## src/rtl/ram_sync_64x8.sv

```systemverilog
// Single-port synchronous RAM with registered, write-through read data.
// Storage is a register array so the asynchronous reset can clear every word.
module ram_sync_64x8 #(
    parameter int ADDR_WIDTH = 6,
    parameter int DATA_WIDTH = 8
) (
    input  logic                  clk,
    input  logic                  reset,
    input  logic                  enable,
    input  logic [ADDR_WIDTH-1:0] address,
    input  logic [DATA_WIDTH-1:0] data_in,
    output logic [DATA_WIDTH-1:0] data_out
);

    localparam int DEPTH = 1 << ADDR_WIDTH;

    logic [DATA_WIDTH-1:0] mem [DEPTH];

    // NOTE: clearing the array in the reset branch forces flip-flop storage;
    // a RAM macro or inferred block RAM cannot be reset word-by-word.
    always_ff @(posedge clk or posedge reset) begin
        if (reset) begin
            for (int i = 0; i < DEPTH; i++) begin
                mem[i] <= '0;
            end
        end else if (enable) begin
            // NOTE: non-blocking assignment keeps the read below seeing the
            // pre-edge contents, independent of process ordering.
            mem[address] <= data_in;
        end
    end

    // Write-through: a write edge presents the new data, a read edge the stored word.
    always_ff @(posedge clk or posedge reset) begin
        if (reset) begin
            data_out <= '0;
        end else if (enable) begin
            data_out <= data_in;
        end else begin
            data_out <= mem[address];
        end
    end

endmodule

```

## config.mk

```make
export PLATFORM = sky130hd
export DESIGN_NAME = ram_sync_64x8
export DESIGN_NICKNAME = d
export VERILOG_FILES = /design/src/rtl/ram_sync_64x8.sv
export SDC_FILE = /design/constraint.sdc
export NUM_CORES = 1
export LEC_CHECK = 0
export CORE_MARGIN = 4
export CORE_UTILIZATION = 50
export DETAILED_ROUTE_END_ITERATION = 7
export GPL_TIMING_DRIVEN = 0
export PLACE_DENSITY = 0.76
export SKIP_LAST_GASP = 1
export SLEW_MARGIN = 5
export SYNTH_ARGS = -nofsm -noshare
export SYNTH_HDL_FRONTEND = slang
export SYNTH_SLANG_ARGS = --single-unit
export TNS_END_PERCENT = 30
```

## constraint.sdc

```tcl
create_clock -name clk -period 21.3 [get_ports clk]
set_clock_uncertainty 0.2 [all_clocks]
set_input_delay 4.26 -clock clk [delete_from_list [all_inputs] [get_ports clk]]
set_output_delay 4.26 -clock clk [all_outputs]
set_load 0.02 [all_outputs]
```

==> impl_metrics.yaml <==
cells_and_area:
  fin_nets: 1862
  final_area_um2: 26510
  postLayoutCoreUtil_pct: 56.70
  drive_above_1_share_pct: 36.48
  synthToLayoutAreaGrowth_pct: 11.39
global_routing:
  use_met3_pct: 11.40
  grt_max_degree: 126
  track_usage_pct: 33.56
  grt_pass1_vias: 17570
  busiest_layer: "met2"
  antenna_found_initial: 3
  grt_pass1_wl_um: 122900
  gr-usage-met2_pct: 48.79
  grtUsageMet1_pct: 43.91
  grt_remaining_overflow: 0
yosys:
  ys_types: 58
  yosysWarnings: 0
  synthesis.nets: 1787
  synth_cells: 1770
  synth-seq-cells: 520
  postSynthAreaPerCell_um2: 13.44
  synth_flop_cell: "dfrtp_1"
  synth_area_um2: 23800
  yosysSeqAreaShare_pct: 54.68
  synthArstFlopShare_pct: 100.0
  synth_edf_count: 0
power_and_ir_drop:
  cellLeakagePower_nw: 12.19
  seqPwrFrac_pct: 48.4
  p_per_area_nw_per_um2: 92.66
  p_int_mw: 1.794
  p_comb_share_pct: 14.3
  peakVddDrop_uv: 60.27
  p_switching_mw: 0.6626
  swShare_pct: 26.98
  p_clk_share_pct: 37.3
route:
  drcViolationCount: 0
  ant_nets: 0
  drt_first_pass_iters: 6
  viasPerCell: 6.889
  drt_iter0_markers: 2316
  wire_per_inst_um: 34.24
  via_count: 17161
  wirelength_um: 85300
placed_design:
  io_buffers: 16
  gp_congestion: 1.030
  placed_area_um2: 24830
  hpwl_um: 56300
cts:
  cts_tree: "done"
  clk_pin_slew_worst_paths_ns: 0.06
  ctsResizeCount: 0
  clock_path_buffers: 3
  clock_latency_ns: 0.63
  clock-sinks: 520
  hold_buffers: 0
  numCtsBuffers: 53
  root_buffer: "clkbuf_16"
  cts_setup_buffers: 0
  htreeDepth: 2
critical_path:
  crit_arrival_ns: 8.15
  ff2ff_setup_slack_ns: 18.51
  critPathLaunchType: "input port"
  critPathKind: "input port to register"
  worst-r2r-cell-count: 5
  path_max_fanout: 10
  cp-end-kind: "register"
  cp.required_ns: 21.57
flow_run:
  drv_cap: 0
die:
  die_h_um: 226.2
  io_pins: 25
  die_x_um: 226.2
  die_area_um2: 51150
  initial_core_util_pct: 50.90
  core_area_um2: 46750
  placementRows: 79
sta:
  slew_violations: 0
  fmax_mhz: 126.8
  rsz0062_at_grt: "false"
  fin_crit_ns: 7.885
  slew_headroom_pct: 14.15
  worst_pin_slew_ns: 1.288
  finalCritPeriodShare_pct: 37.02
  hold_viol_final: 0
  setup_viol: 0
status:
  status: "completed"
hold_path:
  holdPathStages: 2
  holdCritPathClass: "register to register"
[cell usage after synthesis, drive strengths merged, types with 4 or more instances]
cell type,count,share of area (%)
a32oi,6,0.22
nand2,118,2.1
clkbuf,80,1.3
mux2,485,23
a222oi,6,0.25
mux4,36,3.4
o21ai,88,1.9
and2,5,0.13
inv,7,0.11
a22oi,36,1.1
a21oi,30,0.63
and3,4,0.11
o22ai,20,0.53
nor2,54,1.2
o221ai,4,0.15
a221oi,42,1.5
nand3,23,0.57
o32a,4,0.17
a31oi,10,0.26
o2bb2ai,5,0.18
buf,54,1.4
a22o,9,0.33
a221o,9,0.38
dfrtp,520,55
mux2i,69,2.9
nor2b,6,0.16
nor3,7,0.24
[cell usage in the layout, fill, tap and decap left out, types with 9 or more instances in the layout]
cell / instances
mux2i_1: 69
buf_2: 33
mux4_2: 36
nand2_1: 110
nor2_1: 22
clkdlybuf4s50_1: 16
mux2_1: 19
clkbuf_1: 97
clkbuf_16: 54
a31oi_1: 10
nor2_2: 32
a22o_1: 9
dfrtp_1: 520
a21oi_1: 30
nand3_1: 19
a22oi_1: 36
mux2_2: 465
clkinv_2: 9
a221o_1: 9
buf_4: 10
a221oi_1: 42
o21ai_0: 88
o22ai_1: 20
[per-stage QoR]
| step | setup WS (ns) | hold slack [ns] | total power [mW] | setup TNS [ns] | std cells |
|---|---|---|---|---|---|
| after floorplan | 2.313 | 0.2444 | 1.414 | 0 | 1770 |
| after global placement | -2.924 | 0.2573 | 1.521 | -1493.33 | 2393 |
| after detailed placement | 13.20 | 0.2666 | 1.542 | 0 | 2397 |
| after CTS | 13.82 | 0.2796 | 2.442 | 0 | 2490 |
| after global routing | 13.60 | 0.2994 | 2.525 | 0 | 2490 |
| final | 13.41 | 0.2829 | 2.456 | 0 | 2491 |
[critical path, cell delays in order]
cell and delay [ns]:
clkdlybuf4s50_1 0.60, buf_4 0.33, nor2_1 0.79, buf_4 0.41, buf_2 0.50, a22oi_1 0.20
a31oi_1 0.42, nand4_1 0.22, o32a_1 0.39
[routing by layer]
metal	wire length [um]	part of all wire (%)
met3	10200	12
met5	142	0.17
met2	36920	43
met1	32210	38
met4	5821	6.8
[cell families (layout without fill, tap and decap cells)]
kind of cell	count (synthesis)	in the layout	share of synthesized area (%)
buffers and inverters	141	254	2.745
AOI/OAI and AO/OA	288	288	8.376
muxes	590	590	29.28
DFF	520	520	54.68
other	0	1	0
and+or+nand+nor	231	231	4.921
[path summary, 6_finish.rpt]
check,start,end
max in group asynchronous,reset,mem[357]$_DFFE_PP0P_
setup / recovery,address[2],data_out[2]$_DFF_PP0_
setup reg to reg,mem[389]$_DFFE_PP0P_,data_out[5]$_DFF_PP0_
min in group asynchronous,reset,mem[148]$_DFFE_PP0P_
hold / removal,mem[296]$_DFFE_PP0P_,mem[296]$_DFFE_PP0P_
hold reg to reg,mem[296]$_DFFE_PP0P_,mem[296]$_DFFE_PP0P_
[power by group through the flow]
stage	logic [mW]	clock network (mW)	registers, mW
2_1_floorplan	0.232	0	1.18
3_3_place_gp	0.327	0	1.19
3_5_place_dp	0.341	0	1.20
4_1_cts	0.343	0.915	1.18
5_1_grt	0.369	0.957	1.20
6_report	0.351	0.917	1.19
[cell type report]
cell class              count  area, um2
flip-flops and latches    520      13010
multi-input cells        1109      10130
clock inverters            13      141.4
plain buffers             134      628.1
inverters                   7      33.78
fillers                  3720      20250
diodes                      1      2.502
clock buffers              80       1529
repair buffers             20      270.3
well taps                 607      759.5
[registers in the layout, summed over array words and instances, names as in the netlist]
name,flops
mem,512
data_out,8
No activity file was read; power rests on OpenSTA's default activity.
